==> src/rtl/day1.sv <==
// 2:1 operand mux with a combinational result and a
// registered copy of the result and select.
module day1 #(
  parameter int unsigned WIDTH = 8
) (
  input  logic             clk_i,
  input  logic             rst_ni,
  input  logic [WIDTH-1:0] a_i,
  input  logic [WIDTH-1:0] b_i,
  input  logic             sel_i,
  output logic [WIDTH-1:0] y_o,
  output logic [WIDTH-1:0] y_q_o,
  output logic             sel_q_o
);

  // select a when sel is high, else b; follows inputs even in reset
  always_comb begin
    y_o = b_i;
    unique case (1'b1)
      sel_i:   y_o = a_i;
      default: y_o = b_i;
    endcase
  end

  // capture result and select every edge; reset clears both at once
  always_ff @(posedge clk_i or negedge rst_ni) begin
    if (!rst_ni) begin
      y_q_o   <= '0;
      sel_q_o <= 1'b0;
    end else begin
      y_q_o   <= y_o;
      sel_q_o <= sel_i;
    end
  end

  // an unknown select makes the result meaningless outside reset
  sel_known_a: assert property (
    @(posedge clk_i) disable iff (!rst_ni)
    !$isunknown(sel_i)
  ) else $error("sel_i is X/Z out of reset");

endmodule

==> config.mk <==
export PLATFORM = sky130hd
export DESIGN_NAME = day1
export DESIGN_NICKNAME = d
export VERILOG_FILES = /design/src/rtl/day1.sv
export SDC_FILE = /design/constraint.sdc
export NUM_CORES = 1
export LEC_CHECK = 0
export BUFFER_PORTS_ARGS = -buffer_cell sky130_fd_sc_hd__buf_4
export CORE_AREA = 2 2 39 41
export CTS_CLUSTER_SIZE = 25
export DETAILED_ROUTE_END_ITERATION = 6
export DIE_AREA = 0 0 41 43
export PLACE_DENSITY = 0.66
export SLEW_MARGIN = 20
export SYNTH_ARGS = -nofsm -noshare
export SYNTH_HDL_FRONTEND = slang
export SYNTH_SLANG_ARGS = --single-unit
==> constraint.sdc <==
create_clock -name clk_i -period 0.8 [get_ports clk_i]
set_clock_uncertainty 0.15 [all_clocks]
set_input_delay 0.08 -clock clk_i [delete_from_list [all_inputs] [get_ports clk_i]]
set_output_delay 0.08 -clock clk_i [all_outputs]
set_load 0.005 [all_outputs]
==> impl_metrics.tcl, run 1 <==
set metrics [dict create \
    min_path_type "in -> reg" \
    num_rows 14 \
    grt_pass1_vias 294 \
    synth.avg_cell_area_sq_um 19.8 \
    max_stage_delay_ns 0.38 \
    hold_ws_ns -0.191 \
    synth_edf_count 0 \
    finalSetupViolCount 17 \
    die_x_microns 41 \
    avgRoutedWirePerCell_microns 12.0 \
    cts_tree "built" \
    ant_nets 0 \
    cts_buffer_depth 2 \
    path_class "reg -> out" \
    root_buffer "clkbuf_4" \
    status "complete, but fails checks" \
    period_minus_slack_ns 0.975 \
    power_density_nw_per_um2 1490 \
    drt_pass1_iterations 3 \
    cp.arrival_ns 0.75 \
    viasPerCell 4.23 \
    synth_top_family_by_area "multiplexers" \
    rsz0062_at_grt "yes" \
    tns_ns -1.81 \
    ys_warn_count 0 \
    cts_buffers 3 \
    clock_sinks 9 \
    nets 82 \
    violations "negative hold slack, negative setup slack" \
    cts_max_level 1 \
    p_clk_share_pct 28.3 \
    switching_share_pct 21.1 \
    grt_pass1_wl_microns 1260 \
    pwr-share-comb_pct 29.3 \
    dieHeight_microns 43 \
    antenna-diode-count 0 \
    ys_ff_latch 9 \
    syn-num-nets 37 \
    synth_top_area_share_pct 63.2 \
    max_freq_ghz 1.03 \
    place_congestion 0.615 \
    synthTopCellsByCount "9 x dfrtp_1, 8 x mux2_4, 1 x buf_6" \
    synthSimpleGateAreaFrac_pct 0 \
    grt_max_degree 10 \
    synthTopCellsByArea "dfrtp_1 63%, mux2_4 34%, buf_6 3.2%" \
    holdBufCountCts 1 \
    syn_inst 18 \
    net-switching-power_mw 0.251 \
    drv_slew 0 \
    dieArea_sq_um 1760 \
    synth-seq-area-share_pct 63.2 \
    critPathCaptureType "primary output" \
    drive_above_1_share_pct 82.3 \
    path_max_fanout 1 \
    clkSlewWorstSetupHoldPaths_ns 0.06 \
    cp_slowest_cell "dfrtp_1" \
    drc_errors 0 \
    fin_crit_sh_pct 122 \
    synth_compound_area_share_pct 0 \
    path_cells "buf_6" \
    worstMarginPinSlew_ns 0.115 \
    maxCapViolCount 0 \
    power_frac_seq_pct 42.4 \
    start_util_pct 25.8 \
    numPortBuffers 35 \
    highest_layer "met4" \
    synthAdderAreaFrac_pct 0 \
    p_leak_nw 0.416 \
    routed_wl_microns 938 \
    wl_met3_microns 54 \
    relSlewSlack_pct 92.3 \
    yosysTopAreaCell "dfrtp_1" \
    synth_xor_area_share_pct 0 \
    wl_met2_microns 540 \
    ys_async_sr_fraction_pct 100 \
    met1_length_microns 320 \
    crit_family "flip-flops" \
    irDropWorstVdd_v 0.000604 \
    grtUsageTotal_pct 11.2 \
    fin_ws_ns -0.175 \
    synthMuxAreaShare_pct 33.7 \
    power.total_mw 1.19 \
    area_delta_synth_final_pct 124 \
    netlist_area_sq_um 357 \
    grt-ovfl-total 0 \
    worst-path-buf-inv 1 \
    synth_cell_type_count 3 \
    p_int_mw 0.938 \
    yosysMostFrequentCell "dfrtp_1" \
    io_pins 36 \
    antenna_found_initial 0 \
    vias 330 \
    drt_iter0_drc 2 \
    final_hold_viol_count 5 \
    ys.flop_type "dfrtp_1" \
    core_sq_um 1380 \
    cp.required_ns 0.57 \
    critPathLaunchType "flip-flop" \
]
state kept, by name, indices dropped and copies added, names as in the netlist:
name	cells
y_q_o	8
sel_q_o	1
layout make-up:
class                           instances  area, sq um
Tap cell                               16         20.0
Clock buffer                            4         26.3
Timing Repair Buffer                   41          407
Sequential cell                         9          225
Fill cell                             114          586
Multi-Input combinational cell          8          120
power groups by stage:
| stage | clock network, mW | registers [mW] | logic, mW |
|---|---|---|---|
| 2_1_floorplan | 0 | 0.510 | 0.0784 |
| 3_5_place_dp | 0 | 0.506 | 0.258 |
| 6_report | 0.337 | 0.504 | 0.348 |
| 5_1_grt | 0.360 | 0.507 | 0.371 |
| 3_3_place_gp | 0 | 0.505 | 0.255 |
| 4_1_cts | 0.343 | 0.505 | 0.344 |
cell families after synthesis:
family,Yosys count
buf+inv,1
flops,9
mux,8
layout by cell type, fill, tap and decap left out:
cell and n:
buf_4 21, clkbuf_4 3, dlygate4sd3_1 1, buf_16 1
dfrtp_1 9, clkbuf_1 1, buf_12 1, mux2_4 8
buf_6 17
worst paths after layout:
path | slack [ns] | end | depth (start not counted) | startpoint
worst max-delay path | -0.18 | y_q_o[5] | 1 | y_q_o[5]$_DFF_PN0_
worst min-delay path | -0.19 | sel_q_o$_DFF_PN0_ | 1 | sel_i
max in group asynchronous | 0.34 | y_q_o[3]$_DFF_PN0_ | 2 | rst_ni
min in group asynchronous | 0.03 | y_q_o[6]$_DFF_PN0_ | 2 | rst_ni
layer usage:
metal	vias up	GRT usage, %
met5	-	0
met4	0	12.0
met2	20	17.8
li1	152	-
met1	156	11.9
met3	2	0
timing repair:
action                                 4_1_cts  5_1_grt
pin swaps                                    0        0
resized for setup                           21        0
setup endpoints to repair                   17       17
gates cloned                                 1        0
buffers inserted                             3        1
endpoints found under the hold margin       15        5
through the flow:
stage	instance area (sq um)	cells	utilization (%)	hold slack [ns]	worst slack [ns]
floorplan	357	18	-	-0.366	0.00692
global placement	628	68	45.4	-0.246	-0.159
detailed placement	628	68	45.4	-0.243	-0.164
CTS	791	77	57.1	-0.197	-0.180
global route	798	78	57.7	-0.198	-0.207
finish	798	78	57.7	-0.191	-0.175
(Power assumes the default switching activity.)
==> inputs of run 2 (changes only) <==
--- a/config.mk
+++ b/config.mk
@@ -6,11 +6,9 @@
 export NUM_CORES = 1
 export LEC_CHECK = 0
 export BUFFER_PORTS_ARGS = -buffer_cell sky130_fd_sc_hd__buf_4
-export CORE_AREA = 2 2 39 41
+export CORE_UTILIZATION = 24
 export CTS_CLUSTER_SIZE = 25
 export DETAILED_ROUTE_END_ITERATION = 6
-export DIE_AREA = 0 0 41 43
-export PLACE_DENSITY = 0.66
 export SLEW_MARGIN = 20
 export SYNTH_ARGS = -nofsm -noshare
 export SYNTH_HDL_FRONTEND = slang
==> constraint.sdc (replaced) <==
create_clock -name clk_i -period 0.8 [get_ports clk_i]
set_clock_uncertainty 0.15 [all_clocks]
set_input_delay 0.16 -clock clk_i [delete_from_list [all_inputs] [get_ports clk_i]]
set_output_delay 0.16 -clock clk_i [all_outputs]
set_load 0.005 [all_outputs]
==> run 2 against run 1 <==
Compared with the run above:
- the flow still finishes with violations (negative hold slack, negative setup slack)
- sequential power barely moved
- cell count fell by 3.8%
- largest cell class unchanged
- critical path type unchanged
- combinational power fell by 2%
- first-iteration DRC count fell by 50%
- via count fell by 8.8%
- core utilization rose by 1.5 points
==> impl_metrics.tcl, run 2 (synthesized netlist as in run 1, its figures left out) <==
set metrics [dict create \
    layout_commonest_cell "buf_6" \
    relSlewSlack_pct 92.1 \
    fin_crit_sh_pct 133 \
    crit_family "flip-flops" \
    path_cells "buf_6" \
    top_regs "y_q_o (8), sel_q_o (1)" \
    max_freq_ghz 0.937 \
    p_leak_nw 0.408 \
    tns_ns -3.86 \
    grt_max_degree 10 \
    cts_max_level 1 \
    largest_reg_flops 8 \
    nets 80 \
    io_pins 36 \
    grtUsageTotal_pct 11.3 \
    place_congestion 0.682 \
    routed_wl_microns 856 \
    holdBufCountCts 1 \
    critPathLaunchType "flip-flop" \
    layout_common_cells "19 x buf_6, 17 x buf_4, 9 x dfrtp_1, 8 x mux2_4, 3 x clkbuf_4" \
    viasPerCell 4.01 \
    cts_buffer_depth 2 \
    grt-ovfl-total 0 \
    grt_pass1_vias 277 \
    area_delta_synth_final_pct 121 \
    drive_above_1_share_pct 81.7 \
    power.total_mw 1.19 \
    die_x_microns 40.5 \
    antenna-diode-count 0 \
    path_max_fanout 1 \
    path_class "reg -> out" \
    violations "negative hold slack, negative setup slack" \
    irDropWorstVdd_v 0.000619 \
    worstMarginPinSlew_ns 0.118 \
    drc_errors 0 \
    antenna_found_initial 0 \
    cp.arrival_ns 0.76 \
    final_hold_viol_count 1 \
    numPortBuffers 35 \
    hold_ws_ns -0.125 \
    drt_iter0_drc 1 \
    drt_pass1_iterations 4 \
    period_minus_slack_ns 1.07 \
    root_buffer "clkbuf_4" \
    cts_tree "built" \
    power_density_nw_per_um2 1500 \
    grt_pass1_wl_microns 1110 \
    avgRoutedWirePerCell_microns 11.4 \
    rsz0062_at_grt "yes" \
    status "complete, but fails checks" \
    max_stage_delay_ns 0.38 \
    drv_slew 0 \
    maxCapViolCount 0 \
    cp_slowest_cell "dfrtp_1" \
    dieArea_sq_um 1640 \
    num_rows 13 \
    clock_sinks 9 \
    cp.required_ns 0.49 \
    critPathCaptureType "primary output" \
    finalSetupViolCount 17 \
    worst-path-buf-inv 1 \
    dieHeight_microns 40.5 \
    largest-register "y_q_o" \
    ant_nets 0 \
    cts_buffers 3 \
    start_util_pct 26.7 \
    vias 301 \
    clkSlewWorstSetupHoldPaths_ns 0.06 \
    min_path_type "in -> reg" \
    fin_ws_ns -0.267 \
    core_sq_um 1330 \
]
## run 2: repair_timing
action	in CTS	in global routing
endpoints found under the setup margin	17	17
hold endpoints to repair	13	7
gates resized for setup	21	2
buffers inserted	1	1
cloned	1	0
## run 2: worst paths after layout
check / startpoint / end / slack (ns) / depth (start not counted)
setup / recovery: y_q_o[1]$_DFF_PN0_ / y_q_o[1] / -0.27 / 1
hold / removal: sel_i / sel_q_o$_DFF_PN0_ / -0.13 / 1
max in group asynchronous: rst_ni / y_q_o[2]$_DFF_PN0_ / 0.26 / 2
min in group asynchronous: rst_ni / sel_q_o$_DFF_PN0_ / 0.11 / 2
## run 2: metal layers
layer | share of wire (%) | wire length [microns] | global-route usage, % | vias up
li1 | - | - | - | 144
met2 | 52 | 444 | 17.1 | 21
met3 | 9.9 | 85 | 1.67 | 3
met1 | 35 | 302 | 11.7 | 133
met5 | 0 | 0 | 0 | -
met4 | 2.7 | 23 | 15.0 | 0
## run 2: final cells by class
cell class / instances / area (sq um)
Timing Repair Buffer: 39 / 399
Tap cell: 15 / 18.8
Sequential cell: 9 / 225
Fill cell: 113 / 544
Clock buffer: 4 / 26.3
Multi-Input combinational cell: 8 / 120
## run 2: per-stage QoR
step           cells  hold WS (ns)  utilization [%]  instance area [sq um]  setup WS (ns)
6_report          75        -0.125             59.2                    790         -0.267
5_1_grt           75        -0.136             59.2                    790         -0.295
4_1_cts           74        -0.131             58.1                    774         -0.266
3_5_place_dp      67        -0.164             47.0                    627         -0.310
3_3_place_gp      67        -0.165             47.0                    627         -0.316
2_1_floorplan     18        -0.286                -                    365        -0.0864
## run 2: report_power, final
part / internal, mW / switching (mW) / leakage, nW
clock: 0.192 / 0.150 / 0.0150
combinational: 0.253 / 0.0863 / 0.289
sequential: 0.489 / 0.0154 / 0.105
==> inputs of run 3 (changes only) <==
--- a/config.mk
+++ b/config.mk
@@ -6,9 +6,11 @@
 export NUM_CORES = 1
 export LEC_CHECK = 0
 export BUFFER_PORTS_ARGS = -buffer_cell sky130_fd_sc_hd__buf_4
-export CORE_UTILIZATION = 24
+export CORE_AREA = 2 2 39 41
 export CTS_CLUSTER_SIZE = 25
 export DETAILED_ROUTE_END_ITERATION = 6
+export DIE_AREA = 0 0 41 43
+export PLACE_DENSITY = 0.66
 export SLEW_MARGIN = 20
 export SYNTH_ARGS = -nofsm -noshare
 export SYNTH_HDL_FRONTEND = slang
==> run 3 against run 2 <==
Compared with the run above:
- the run still ends with negative hold slack, negative setup slack left
- critical path depth unchanged
- design area decreased by 1.7%
- worst hold slack improved by 0.0022 ns
- clock-buffer cell count unchanged
- routed wire length increased by 4.0%
- cell count unchanged
- via count increased by 2.7%
- sequential power about the same
- first-iteration DRC count increased by 100%
- die area increased by 7.2%
- core utilization decreased by 3.1 points
- clock power about the same
- critical endpoint is now sel_q_o
==> impl_metrics.tcl, run 3 (synthesized netlist as in run 1, its figures left out) <==
set metrics [dict create \
    status "complete, but fails checks" \
    violations "negative hold slack, negative setup slack" \
    layout_commonest_cell "buf_4" \
    finalSetupViolCount 17 \
    hold_ws_ns -0.123 \
    path_max_fanout 1 \
    drt_iter0_drc 2 \
    min_path_type "in -> reg" \
    final_cells 75 \
    critPathCaptureType "primary output" \
    grt_pass1_vias 330 \
    avgRoutedWirePerCell_microns 11.9 \
    root_buffer "clkbuf_4" \
    cp_slowest_cell "dfrtp_1" \
    largest_reg_flops 8 \
    core_sq_um 1380 \
    worst-path-buf-inv 1 \
    ant_nets 0 \
    final_hold_viol_count 2 \
    die_x_microns 41 \
    grt_max_degree 10 \
    clock_sinks 9 \
    crit_family "flip-flops" \
    holdBufCountCts 1 \
    grtUsageTotal_pct 11.0 \
    cts_max_level 1 \
    area_delta_synth_final_pct 118 \
    period_minus_slack_ns 1.08 \
    maxCapViolCount 0 \
    io_pins 36 \
    p_leak_nw 0.401 \
    clkSlewWorstSetupHoldPaths_ns 0.06 \
    antenna_found_initial 0 \
    power_density_nw_per_um2 1510 \
    nets 79 \
    layout_common_cells "18 x buf_4, 17 x buf_6, 9 x dfrtp_1, 8 x mux2_4, 3 x clkbuf_4" \
    critPathLaunchType "flip-flop" \
    drive_above_1_share_pct 81.4 \
    rsz0062_at_grt "yes" \
    cts_tree "built" \
    drc_errors 0 \
    place_congestion 0.620 \
    numPortBuffers 35 \
    vias 309 \
    dieArea_sq_um 1760 \
    relSlewSlack_pct 92.3 \
    largest-register "y_q_o" \
    post-route-util_pct 56.1 \
    drt_pass1_iterations 2 \
    routed_wl_microns 890 \
    top_regs "y_q_o (8), sel_q_o (1)" \
    irDropWorstVdd_v 0.000556 \
    cp.arrival_ns 0.77 \
    cp.required_ns 0.49 \
    viasPerCell 4.12 \
    dieHeight_microns 43 \
    antenna-diode-count 0 \
    fin_crit_sh_pct 135 \
    num_rows 14 \
    drv_slew 0 \
    worstMarginPinSlew_ns 0.115 \
    path_class "reg -> out" \
    power.total_mw 1.17 \
    place_ws_ns -0.313 \
    fin_ws_ns -0.276 \
    max_stage_delay_ns 0.39 \
    grt-ovfl-total 0 \
    path_cells "buf_6" \
    cts_buffer_depth 2 \
    max_freq_ghz 0.929 \
    grt_pass1_wl_microns 1280 \
    start_util_pct 25.8 \
    cts_buffers 3 \
    dpl.cell_count 68 \
]
run 3: changes by cell type in the layout (fill, tap and decap cells not counted), sizes merged:
cell / previous run / this run
buf: 38 / 37
run 3: path summary, 6_finish.rpt:
path | from | end | slack [ns] | cells after the start
worst max-delay path | sel_q_o$_DFF_PN0_ | sel_q_o | -0.28 | 1
worst min-delay path | sel_i | sel_q_o$_DFF_PN0_ | -0.12 | 1
max in group asynchronous | rst_ni | y_q_o[4]$_DFF_PN0_ | 0.25 | 2
min in group asynchronous | rst_ni | y_q_o[6]$_DFF_PN0_ | 0.12 | 2
run 3: cell type report:
type / count / area, sq um
Clock buffer: 4 / 26.3
Fill cell: 113 / 608
Multi-Input combinational cell: 8 / 120
Sequential cell: 9 / 225
Tap cell: 16 / 20.0
Timing Repair Buffer: 38 / 384
run 3: power by group:
part,internal [mW],switching [mW]
sequential,0.489,0.0155
clock,0.192,0.149
combinational,0.244,0.0858
run 3: timing repair:
item | 4_1_cts | 5_1_grt
cloned | 1 | 0
gates resized for setup | 21 | 0
hold endpoints to repair | 12 | 4
setup buffers | 0 | 1
setup endpoints to repair | 17 | 17
run 3: layer usage:
layer,part of all wire (%),track usage (%),up-vias,routed length [microns]
met5,0,0,-,0
met4,1.6,9.33,0,14
met3,3.8,0.524,2,34
met2,61,19.7,14,540
met1,34,10.2,150,301
li1,-,-,143,-
run 3: per-stage QoR:
stage | cell area (sq um) | TNS [ns]
2_1_floorplan | 365 | -1.14
3_3_place_gp | 628 | -3.52
3_5_place_dp | 628 | -3.59
4_1_cts | 768 | -3.92
5_1_grt | 776 | -4.16
6_report | 776 | -3.87
